**src/rtl/sys_defs.sv**
```systemverilog
// Shared definitions for the out-of-order core: datapath widths, the ALU
// function encoding used by the multiplier, and the MUL reservation-station
// packet that travels from dispatch to the multiplier.
package sys_defs;

  localparam int XLEN        = 32;
  localparam int PRF_LEN     = 6;
  localparam int ROB_LEN     = 5;
  localparam int RS_MUL_SIZE = 4;

  // Multiply flavours; ALU_MUL is zero so a cleared packet reads as a plain MUL.
  typedef enum logic [1:0] {
    ALU_MUL    = 2'd0,
    ALU_MULH   = 2'd1,
    ALU_MULHSU = 2'd2,
    ALU_MULHU  = 2'd3
  } ALU_FUNC;

  typedef struct packed {
    logic [XLEN-1:0]    pc;
    ALU_FUNC            mul_func;
    logic [XLEN-1:0]    opa_value;
    logic [XLEN-1:0]    opb_value;
    logic [PRF_LEN-1:0] dest_preg_idx;
    logic [ROB_LEN-1:0] rob_idx;
  } RS_MUL_PACKET;

  // Issue-side state of the MUL station: one multiply in flight at most.
  typedef enum logic {
    RS_MUL_IDLE = 1'b0,
    RS_MUL_BUSY = 1'b1
  } rs_mul_state_e;

endpackage

```
**src/rtl/rs_mul_psel.sv**
```systemverilog
// Fixed-priority selector: grants the lowest-index asserted request as a
// one-hot vector. Shared by free-entry allocation and issue selection.
module rs_mul_psel #(
  parameter int WIDTH = 4
) (
  input  logic [WIDTH-1:0] req,
  output logic [WIDTH-1:0] gnt
);

  // Isolate the lowest set bit: req & -req.
  always_comb begin
    gnt = req & (~req + 1'b1);
  end

endmodule

```
**src/rtl/rs_mul.sv**
```systemverilog
// MUL reservation station. Holds dispatched multiply instructions, captures
// operands from the CDB, and issues one ready entry at a time to a
// multi-cycle multiplier, holding the issued packet until it completes.
// Optional build macro: RS_MUL_OLDEST_FIRST_EN -- issue the oldest ready
// entry instead of the lowest-index one (adds a per-entry age counter).
module rs_mul #(
  parameter int RS_MUL_SIZE = sys_defs::RS_MUL_SIZE,
  parameter int RS_MUL_LEN  = $clog2(RS_MUL_SIZE)
) (
  input  logic                         clock,
  input  logic                         reset,
  input  logic                         squash,
  input  logic                         dispatch_en,
  input  sys_defs::RS_MUL_PACKET       dispatch_packet,
  input  logic                         opa_ready,
  input  logic                         opb_ready,
  input  logic [sys_defs::PRF_LEN-1:0] opa_preg_idx,
  input  logic [sys_defs::PRF_LEN-1:0] opb_preg_idx,
  input  logic                         cdb_valid,
  input  logic [sys_defs::PRF_LEN-1:0] cdb_preg_idx,
  input  logic [sys_defs::XLEN-1:0]    cdb_value,
  input  logic                         mul_free,
  input  logic                         mul_valid,
  output sys_defs::RS_MUL_PACKET       rs_mul_packet,
  output logic                         mul_enable,
  output logic                         rs_mul_full
);

  import sys_defs::*;

  // Entry storage
  logic [RS_MUL_SIZE-1:0] busy;
  logic [RS_MUL_SIZE-1:0] opa_rdy;
  logic [RS_MUL_SIZE-1:0] opb_rdy;
  logic [PRF_LEN-1:0]     opa_tag   [RS_MUL_SIZE];
  logic [PRF_LEN-1:0]     opb_tag   [RS_MUL_SIZE];
  RS_MUL_PACKET           entry_pkt [RS_MUL_SIZE];

  // Issue side
  rs_mul_state_e          state, state_next;
  RS_MUL_PACKET           issue_pkt;
  logic                   issue_fire;
  logic [RS_MUL_SIZE-1:0] entry_ready;
  logic [RS_MUL_SIZE-1:0] issue_req;
  logic [RS_MUL_SIZE-1:0] issue_gnt;
  logic [RS_MUL_LEN-1:0]  issue_idx;

  // Dispatch side
  logic [RS_MUL_SIZE-1:0] free_vec;
  logic [RS_MUL_SIZE-1:0] alloc_gnt;
  logic                   dispatch_fire;
  RS_MUL_PACKET           disp_pkt;
  logic                   disp_opa_rdy;
  logic                   disp_opb_rdy;

  assign rs_mul_full   = &busy;
  assign free_vec      = ~busy;
  assign entry_ready   = busy & opa_rdy & opb_rdy;
  assign dispatch_fire = dispatch_en & ~rs_mul_full & ~squash;

  rs_mul_psel #(.WIDTH(RS_MUL_SIZE)) u_alloc_psel (
    .req (free_vec),
    .gnt (alloc_gnt)
  );

  rs_mul_psel #(.WIDTH(RS_MUL_SIZE)) u_issue_psel (
    .req (issue_req),
    .gnt (issue_gnt)
  );

`ifdef RS_MUL_OLDEST_FIRST_EN
  // age[i] = number of busy entries dispatched after entry i, so the oldest
  // busy entry has the largest age and all busy ages are distinct.
  logic [RS_MUL_LEN-1:0]  age [RS_MUL_SIZE];
  logic [RS_MUL_SIZE-1:0] older_than_issued;

  // Restrict issue requests to the single oldest ready entry.
  always_comb begin
    issue_req         = '0;
    older_than_issued = '0;
    for (int i = 0; i < RS_MUL_SIZE; i++) begin
      issue_req[i]         = entry_ready[i];
      older_than_issued[i] = issue_fire && (age[i] > age[issue_idx]);
      for (int j = 0; j < RS_MUL_SIZE; j++) begin
        if (entry_ready[j] && (age[j] > age[i])) issue_req[i] = 1'b0;
      end
    end
  end

  // Keep ages dense: new entries start at zero, older ones step up on each
  // dispatch and step down when a younger entry leaves.
  always_ff @(posedge clock) begin
    if (reset || squash) begin
      for (int i = 0; i < RS_MUL_SIZE; i++) age[i] <= '0;
    end else begin
      for (int i = 0; i < RS_MUL_SIZE; i++) begin
        if (dispatch_fire && alloc_gnt[i]) begin
          age[i] <= '0;
        end else if (busy[i]) begin
          case ({dispatch_fire, older_than_issued[i]})
            2'b10:   age[i] <= age[i] + 1'b1;
            2'b01:   age[i] <= age[i] - 1'b1;
            default: ;
          endcase
        end
      end
    end
  end
`else
  // Lowest-index ready entry wins.
  always_comb begin
    issue_req = entry_ready;
  end
`endif

  // Encode the one-hot issue grant into an index for the packet mux.
  always_comb begin
    issue_idx = '0;
    for (int i = 0; i < RS_MUL_SIZE; i++) begin
      if (issue_gnt[i]) issue_idx = RS_MUL_LEN'(i);
    end
  end

  // Dispatch-time operand capture, including a same-cycle CDB broadcast.
  // NOTE: every always_comb output gets a default first so no path leaves it
  // unassigned, which would otherwise infer a latch.
  always_comb begin
    disp_pkt     = dispatch_packet;
    disp_opa_rdy = opa_ready;
    disp_opb_rdy = opb_ready;
    if (!opa_ready && cdb_valid && (cdb_preg_idx == opa_preg_idx)) begin
      disp_pkt.opa_value = cdb_value;
      disp_opa_rdy       = 1'b1;
    end
    if (!opb_ready && cdb_valid && (cdb_preg_idx == opb_preg_idx)) begin
      disp_pkt.opb_value = cdb_value;
      disp_opb_rdy       = 1'b1;
    end
  end

  // Busy bits: set on dispatch, cleared on issue, wiped by squash or reset.
  // NOTE: sequential state uses non-blocking assignment so every flop samples
  // pre-edge values regardless of block evaluation order.
  always_ff @(posedge clock) begin
    if (reset || squash) begin
      busy <= '0;
    end else begin
      for (int i = 0; i < RS_MUL_SIZE; i++) begin
        if (dispatch_fire && alloc_gnt[i]) busy[i] <= 1'b1;
        else if (issue_fire && issue_gnt[i]) busy[i] <= 1'b0;
      end
    end
  end

  // Entry payload: written on dispatch, operands filled in by CDB wakeup.
  // NOTE: the payload array is deliberately not reset; it is only ever read
  // through a busy bit, which is reset, so resetting it would buy nothing.
  always_ff @(posedge clock) begin
    for (int i = 0; i < RS_MUL_SIZE; i++) begin
      if (dispatch_fire && alloc_gnt[i]) begin
        entry_pkt[i] <= disp_pkt;
        opa_rdy[i]   <= disp_opa_rdy;
        opb_rdy[i]   <= disp_opb_rdy;
        opa_tag[i]   <= opa_preg_idx;
        opb_tag[i]   <= opb_preg_idx;
      end else if (busy[i]) begin
        if (!opa_rdy[i] && cdb_valid && (cdb_preg_idx == opa_tag[i])) begin
          entry_pkt[i].opa_value <= cdb_value;
          opa_rdy[i]             <= 1'b1;
        end
        if (!opb_rdy[i] && cdb_valid && (cdb_preg_idx == opb_tag[i])) begin
          entry_pkt[i].opb_value <= cdb_value;
          opb_rdy[i]             <= 1'b1;
        end
      end
    end
  end

  // Issue FSM next-state and start pulse; squash blocks any issue.
  always_comb begin
    state_next = state;
    mul_enable = 1'b0;
    issue_fire = 1'b0;
    case (state)
      RS_MUL_IDLE: begin
        if (!squash && mul_free && (|entry_ready)) begin
          issue_fire = 1'b1;
          mul_enable = 1'b1;
          state_next = RS_MUL_BUSY;
        end
      end
      RS_MUL_BUSY: begin
        if (mul_valid) state_next = RS_MUL_IDLE;
      end
      default: state_next = RS_MUL_IDLE;
    endcase
    if (squash) state_next = RS_MUL_IDLE;
  end

  // Issue FSM state register.
  always_ff @(posedge clock) begin
    if (reset) state <= RS_MUL_IDLE;
    else       state <= state_next;
  end

  // Issue register: captures the selected packet so the multiplier sees it
  // unchanged until completion, even after the entry is reused.
  always_ff @(posedge clock) begin
    if (reset)           issue_pkt <= '0;
    else if (issue_fire) issue_pkt <= entry_pkt[issue_idx];
  end

  // In the issue cycle, forward the entry being captured so the packet is
  // already valid alongside mul_enable; afterwards the register holds it.
  always_comb begin
    rs_mul_packet = issue_pkt;
    if (issue_fire) rs_mul_packet = entry_pkt[issue_idx];
  end

endmodule

```
**config.mk**
```make
export PLATFORM = sky130hd
export DESIGN_NAME = rs_mul
export DESIGN_NICKNAME = d
export VERILOG_FILES = /design/src/rtl/sys_defs.sv /design/src/rtl/rs_mul_psel.sv /design/src/rtl/rs_mul.sv
export SDC_FILE = /design/constraint.sdc
export NUM_CORES = 1
export LEC_CHECK = 0
export ABC_AREA = 1
export CAP_MARGIN = 20
export CORE_ASPECT_RATIO = 1.5
export CORE_MARGIN = 4
export CORE_UTILIZATION = 50
export DETAILED_ROUTE_END_ITERATION = 12
export PLACE_DENSITY_LB_ADDON = 0.12
export SLEW_MARGIN = 5
export SYNTH_ARGS = -nofsm -noshare
export SYNTH_HDL_FRONTEND = slang
export SYNTH_SLANG_ARGS = --single-unit
```
**constraint.sdc**
```tcl
create_clock -name clock -period 5.6 [get_ports clock]
set_input_delay 0.84 -clock clock [delete_from_list [all_inputs] [get_ports clock]]
set_output_delay 0.84 -clock clock [all_outputs]
set_load 0.03 [all_outputs]
```
Word-level counts from Yosys, hierarchy flattened
Memory sizes are Yosys's and may differ from the RTL's.
Index checks and enable logic that the tools add are counted.

storage, ports and cells
  input bits = 168
  word-level logic and storage cells = 239
  memory bits (writable) = 484
  bits in registers = 122
  output and inout bits = 111
  memories kept = 3

memories
  memory     depth  width  rd ports  clocked after Yosys merged registers in  wr ports  RTL line      text
  entry_pkt  4      109    1         0                                        4         rs_mul.sv:37  RS_MUL_PACKET entry_pkt [RS_MUL_SIZE];
  opa_tag    4      6      4         0                                        1         rs_mul.sv:35  logic [PRF_LEN-1:0] opa_tag [RS_MUL_SIZE];
  opb_tag    4      6      4         0                                        1         rs_mul.sv:36  logic [PRF_LEN-1:0] opb_tag [RS_MUL_SIZE];

cells by class
  $add $sub $neg = 2
  equality and inequality tests = 10
  bitwise logic cells = 20
  reduce and logical (&&, ||, !) cells = 75
  muxes and demuxes = 110

operators with widths
  operator                                                       number
  32-bit two-way mux                                             10
  109-bit two-way mux                                            1
  1-bit two-way mux                                              84
  6-bit equality test                                            10
  6-bit two-way mux                                              6
  6-bit OR reduction                                             6
  2-bit nonzero test                                             16
  1-bit logical AND                                              30
  4-bit AND                                                      4
  2-bit two-way mux                                              8
  2-bit AND reduction                                            8
  4-bit inverter                                                 3
  1-bit logical NOT                                              11
  4-bit by 1-bit adder with 4-bit output, second input constant  2
  1-bit bitwise OR                                               8
  4-bit AND reduction                                            1
  4-bit OR reduction                                             1
  1-bit inverter                                                 3
  1-bit AND                                                      2
  1-bit case mux with 2 select lines                             1
  2-bit OR reduction                                             1
  1-bit logical OR                                               1

Logic depth before layout (Yosys ltp)
Gate-level depths: netlist (run 1).

  depth after elaboration = 11
  depth in mapped cells = 12
  mapped depth without buffers = 9

Modules after synthesis
Synthesis (run 1) repeated with hierarchy kept, for this count alone.

second synthesis, totals
  cell total of the unflattened synthesis = 3461
  area total of the unflattened synthesis = 29241.8 sq um

by module, submodules not included
  module       area an instance (sq um)  cells each  seq. area each (sq um)  times used
  rs_mul       29166.7                   3443        17056.4                 1
  rs_mul_psel  37.5                      9           0.0                     2

Worst setup path before layout (run 1)
Ideal clock, no wire load.

  kind = input -> register
  start point = input squash
  end point = memory entry_pkt[3][43] (netlist name) (enable)
  setup slack = 0.308 ns
  data required time = 5.210 ns
  data arrival time = 4.902 ns
  stages = 7
  buffers on the path = 0
  setup time = 0.390 ns
  cell sequence = inv_1 > nand2_1 > nor2_1 > inv_1 > nor2_1 > inv_1 > nand2_1

RTL lines
  item         RTL line      text
  from (decl)  rs_mul.sv:12  input logic squash,
  to (decl)    rs_mul.sv:37

==> results of run 1 <==
-- per-stage QoR --
stage               worst slack (ps)  hold slack [ps]  area (µm²)
floorplan                      308.4            442.4       30050
global placement                1289            454.9       33480
detailed placement              1259            460.5       33480
CTS                            597.8            469.2       35410
global route                   352.1            487.3       35410
finish                         583.9            466.2       35420
-- sequential cells by signal, summed over array words and instances, names as in the netlist --
name,flops
opb_rdy,4
opb_tag,24
opa_rdy,4
busy,4
issue_pkt,109
state,1
opa_tag,24
entry_pkt,436
-- critical path, delay by kind of cell (launching register included) --
| family | cells | cell delay [ps] |
|---|---|---|
| buffers and inverters | 4 | 2060 |
| and+or+nand+nor | 6 | 900 |
| DFF | 1 | 450 |
-- cell type report --
| cell class | count | share of cell area, % |
|---|---|---|
| Tap cell | 777 | 2.744 |
| Clock buffer | 75 | 4.450 |
| Antenna cell | 7 | 0.04945 |
| Multi-Input combinational cell | 2098 | 27.27 |
| Timing Repair Buffer | 327 | 9.205 |
| Clock inverter | 34 | 0.9819 |
| Inverter | 675 | 7.152 |
| Sequential cell | 606 | 48.15 |
-- cells in the final DEF, fill, tap and decap left out, types with 41 or more instances in the layout --
cell	instances
nand3_1	530
o21ai_0	72
clkbuf_16	59
or2_2	120
o21ai_1	62
edfxtp_1	492
clkdlybuf4s50_1	277
nor2_1	137
inv_1	667
dfxtp_1	114
buf_4	41
nand2_1	921
a21oi_1	115
nand4_1	41
-- power by group --
| group | leakage, nW | internal (mW) | switching (mW) | total [mW] |
|---|---|---|---|---|
| Sequential | 5.36 | 4.92 | 0.0131 | 4.93 |
| Combinational | 9.79 | 0.218 | 0.346 | 0.563 |
| Clock | 0.939 | 2.30 | 1.73 | 4.03 |
| Total | 16.1 | 7.44 | 2.09 | 9.53 |
-- final timing paths --
path                 from                end  slack (ps)  cells past startpoint
setup / recovery  busy[0]  rs_mul_packet[38]         580                     10
hold / removal      state              state         470                      2
setup reg to reg  busy[0]      issue_pkt[28]        2540                      9
hold reg to reg     state              state         470                      2
-- kinds of logic after synthesis --
| logic type | synth area share [%] |
|---|---|
| flops | 56.75 |
| buf+inv | 11.36 |
| xor+xnor | 0.9908 |
| compound gates | 4.301 |
| simple gates | 26.60 |
-- metal layers --
| metal | share of wire, % | routed length [µm] |
|---|---|---|
| met4 | 5.9 | 5315 |
| met1 | 36 | 32950 |
| met5 | 0.014 | 13 |
| met2 | 51 | 46190 |
| met3 | 6.4 | 5818 |
==> flow_summary_export.csv, run 1 <==
group,metric,value,unit
layout,drive_gt1_share,8.126,%
floorplanning,start_util,50.78,%
logic_synthesis,synth_top_flop_cell,"edfxtp_1",
timing,hold_viol_final,0,
global_routing,antenna_found_initial,10,
layout,fin_nets,3934,
logic_synthesis,ys_top_cells_by_count,"nand2_1 (923), inv_1 (669), nand3_1 (531)",
global_routing,grt_overflow,0,
timing,worst_pin_slew,1194,ps
clock_tree,cts_tree,"built",
logic_synthesis,yosysWarnings,0,
layout,utilization,59.85,%
global_routing,grt_pass1_wl,136.2,mm
route,routed_wl,90.30,mm
global_routing,grt_max_degree,220,
logic_synthesis,synth_edf_count,492,
logic_synthesis,synth-seq-cells,606,
logic_synthesis,synth_cells,3577,
logic_synthesis,synth_top_area_share,49.16,%
critical_path,path_cells,"nand3_1 > nand4_1 > buf_4 > buf_4 > nand3_1 > nand3_1 > nand3_1 > nand2_1 > inv_1 > clkdlybuf4s50_1",
clock_tree,cts_resized,0,
clock_tree,root_buffer,"clkbuf_16",
logic_synthesis,synth.most_common_cell,"nand2_1",
logic_synthesis,syn-mean-instance-area,8.402,µm²
floorplanning,die-height,308.3,µm
clock_tree,cts_sinks,606,
global_routing,grt.total_usage,27.51,%
timing,clock_skew,17.13,ps
min_path,hold_path_class,"reg -> reg",
clock_tree,cts.clk_slew.worst_paths,70,ps
route,drcViolationCount,0,
timing,min_period,5016,ps
critical_path,slowest_stage,"buf_4",
layout,syn2layout_area_growth,17.87,%
floorplanning,core,59190,µm²
logic_synthesis,ys_seq_area_share,56.75,%
floorplanning,ios,279,
layout,stdcell_count,4599,
global_routing,use_met2,49.43,%
timing,tns,0,ps
route,drtIter0Drc,1964,
logic_synthesis,async_reset_ff_share,0,%
layout,regArea,17060,µm²
logic_synthesis,syn_area,30050,µm²
outcome,status,"finished clean",
logic_synthesis,yosys.area.top_type,"edfxtp_1",
timing,maxSlewViolCount,0,
clock_tree,hold_buffers,0,
critical_path,crit_type,"reg -> out",
power_and_ir_drop,peakVddDrop,0.0002098,V
layout,multi_input_area,9659,µm²
floorplanning,placement_rows,109,
layout,fillers,5366,
clock_tree,clk_latency,620,ps
floorplanning,dieArea,64180,µm²
power_and_ir_drop,power.leakage,16.08,nW
critical_path,end_kind,"primary output",
timing,max_slew_margin,20.41,%
logic_synthesis,ys_types,35,
clock_tree,post_cts_buffers,0,
global_routing,grt_pass1_vias,23030,
power_and_ir_drop,power_density,268.9,nW/µm²
power_and_ir_drop,power,9.526,mW
timing,setup_viol,0,
route,drt.antenna.violating_nets,0,
placed_design,io_buffers,278,
global_routing,use_met3,4.101,%
run,max_cap_viol_count,0,
logic_synthesis,synth.net_count,3745,
timing,timing.final.crit_share,89.57,%
placed_design,hpwl,56.46,mm
critical_path,critPathArrivalTime,4180,ps
placed_design,routabilityCongestion,0.8718,
critical_path,path_max_fanout,71,
timing,max_freq,199.4,MHz
logic_synthesis,synthTopCellsByArea,"edfxtp_1 (49%), nand2_1 (12%), nand3_1 (8.8%), inv_1 (8.4%), dfxtp_1 (7.6%)",
clock_tree,cts.path.max_buffers,3,
timing,grt_setup_unrepaired,"false",
critical_path,cpMostUsedCell,"nand3_1",
global_routing,grt_util_met1,31.90,%
route,routedWlPerCell,19.63,µm
critical_path,cp.required,4760,ps
critical_path,slowest_delay,770,ps
global_routing,busiest_layer,"met2",
placed_design,placedCellCount,4483,
floorplanning,die_w,208.2,µm
critical_path,critPathLaunchType,"flop",
route,vias_per_cell,5.299,
route,num_vias,24370,
clock_tree,cts_htree_levels,2,
route,drt_first_pass_iters,6,
clock_tree,numCtsBuffers,58,
Note: power is estimated with default switching activity, not from simulation.
==> run 2, diff against run 1 <==
--- a/config.mk
+++ b/config.mk
@@ -8,10 +8,11 @@
 export ABC_AREA = 1
 export CAP_MARGIN = 20
 export CORE_ASPECT_RATIO = 1.5
-export CORE_MARGIN = 4
+export CORE_MARGIN = 2
 export CORE_UTILIZATION = 50
 export DETAILED_ROUTE_END_ITERATION = 12
 export PLACE_DENSITY_LB_ADDON = 0.12
+export REMOVE_ABC_BUFFERS = 1
 export SLEW_MARGIN = 5
 export SYNTH_ARGS = -nofsm -noshare
 export SYNTH_HDL_FRONTEND = slang
==> run 2 against run 1 <==
Against the previous run: cell area is essentially flat; cell count barely moved; maximum frequency grew 3.1%; critical endpoint is now rs_mul_packet[23]; highest routed layer unchanged.
==> flow_summary_export.csv, run 2 (synthesis gave the netlist of run 1 again) <==
group,metric,value,unit
route,top_layer,"met5",
floorplanning,die-height,304.3,µm
route,drcViolationCount,0,
placed_design,hpwl,51.81,mm
timing,clock_skew,28.68,ps
global_routing,grt_max_degree,124,
timing,timing.final.crit_share,86.88,%
route,route.met2.wl,43.05,mm
timing,grt_setup_unrepaired,"false",
floorplanning,dieArea,62130,µm²
outcome,status,"finished clean",
route,routed_wl,86.38,mm
timing,setup_viol,0,
global_routing,grt_overflow,0,
power_and_ir_drop,power.leakage,16.09,nW
critical_path,cp.required,4760,ps
route,drtIter0Drc,1790,
clock_tree,cts_sinks,606,
clock_tree,numCtsBuffers,58,
clock_tree,root_buffer,"clkbuf_16",
route,wl_met1,33.89,mm
power_and_ir_drop,power_density,266.3,nW/µm²
layout,fin_area,35460,µm²
clock_tree,post_cts_buffers,0,
timing,maxSlewViolCount,0,
clock_tree,hold_buffers,0,
min_path,hold_path_class,"reg -> reg",
layout,top_register,"entry_pkt",
global_routing,grt.total_usage,27.75,%
layout,final_common_cell,"nand2_1",
timing,worst_pin_slew,1137,ps
placed_design,place_area,33560,µm²
critical_path,critPathArrivalTime,4030,ps
clock_tree,cts.clk_slew.worst_paths,60,ps
route,vias_per_cell,5.252,
route,drt.antenna.violating_nets,0,
route,routedWlPerCell,18.77,µm
critical_path,crit_type,"reg -> out",
floorplanning,ios,279,
floorplanning,core,59730,µm²
floorplanning,placement_rows,110,
layout,fin_nets,3934,
critical_path,worst-r2r-setup-slack,2470,ps
layout,reg_top3,"entry_pkt x436, issue_pkt x109",
clock_tree,clk_latency,640,ps
layout,utilization,59.36,%
clock_tree,cts_tree,"built",
critical_path,end_kind,"primary output",
clock_tree,cts_htree_levels,2,
critical_path,path_max_fanout,94,
timing,min_period,4865,ps
floorplanning,die_w,204.2,µm
clock_tree,cts.path.max_buffers,3,
critical_path,critPathLaunchType,"flop",
timing,max_freq,205.5,MHz
run,max_cap_viol_count,0,
timing,max_slew_margin,24.22,%
layout,syn2layout_area_growth,17.97,%
clock_tree,cts_resized,0,
global_routing,antenna_found_initial,5,
placed_design,io_buffers,278,
global_routing,grt_pass1_wl,131.5,mm
route,num_vias,24160,
global_routing,grt_pass1_vias,23060,
route,drt_first_pass_iters,7,
layout,largest_register_ffs,436,
layout,final_cell_mix,"nand2_1 (916), inv_1 (668), nand3_1 (529)",
placed_design,routabilityCongestion,0.8686,
route,met3_length,5.871,mm
timing,hold_viol_final,0,
layout,drive_gt1_share,8.257,%
floorplanning,start_util,50.31,%
power_and_ir_drop,peakVddDrop,0.0003366,V
[run 2: layer usage]
| layer | vias up | track usage, % |
|---|---|---|
| li1 | 11740 | - |
| met1 | 11310 | 34.04 |
| met2 | 894 | 48.46 |
| met3 | 214 | 4.112 |
| met4 | 6 | 11.63 |
| met5 | - | 0 |
[run 2: path summary, 6_finish.rpt]
path | cells after the start | start | to
max | 11 | busy[0] | rs_mul_packet[23]
min | 2 | state | state
max reg2reg | 9 | busy[2] | entry_pkt[0][19]
min reg2reg | 2 | state | state
[run 2: critical path, stage by stage (launching register included)]
cell and delay (ps):
dfxtp_1 460, nand3_1 200, nand4_1 110, buf_4 350
nand2_4 550, buf_12 440, nand2_1 130, nand3_1 70
nand3_1 130, nand2_1 100, inv_1 70, clkdlybuf4s50_1 660
[run 2: per-stage QoR]
stage,cells,hold WS (ps),setup WS (ps),setup TNS [ps],power [mW]
3_3_place_gp,4490,462.2,1226,0,5.568
4_1_cts,4599,471.1,736.6,0,9.503
2_1_floorplan,3379,442.4,-6676,-2093840,5.276
6_report,4601,469.8,734.7,0,9.441
3_5_place_dp,4490,462.0,1216,0,5.577
5_1_grt,4601,485.7,483.1,0,9.720
[run 2: cell type report]
| class | count | area, µm² |
|---|---|---|
| Fill cell | 5329 | 24280 |
| Clock buffer | 81 | 1629 |
| Multi-Input combinational cell | 2098 | 9699 |
| Sequential cell | 606 | 17060 |
| Tap cell | 784 | 980.9 |
| Clock inverter | 28 | 265.3 |
| Inverter | 675 | 2534 |
| Timing Repair Buffer | 327 | 3286 |
| Antenna cell | 2 | 5.005 |
[run 2: where the power goes]
| group | switching [mW] | internal (mW) |
|---|---|---|
| Clock | 1.71 | 2.25 |
| Sequential | 0.0132 | 4.92 |
| Combinational | 0.333 | 0.217 |
==> run 3, diff against run 2 <==
--- a/config.mk
+++ b/config.mk
@@ -6,7 +6,6 @@
 export NUM_CORES = 1
 export LEC_CHECK = 0
 export ABC_AREA = 1
-export CAP_MARGIN = 20
 export CORE_ASPECT_RATIO = 1.5
 export CORE_MARGIN = 2
 export CORE_UTILIZATION = 50
==> results of run 3 <==
Final layout, timing and power as in run 2 (identical DEF).
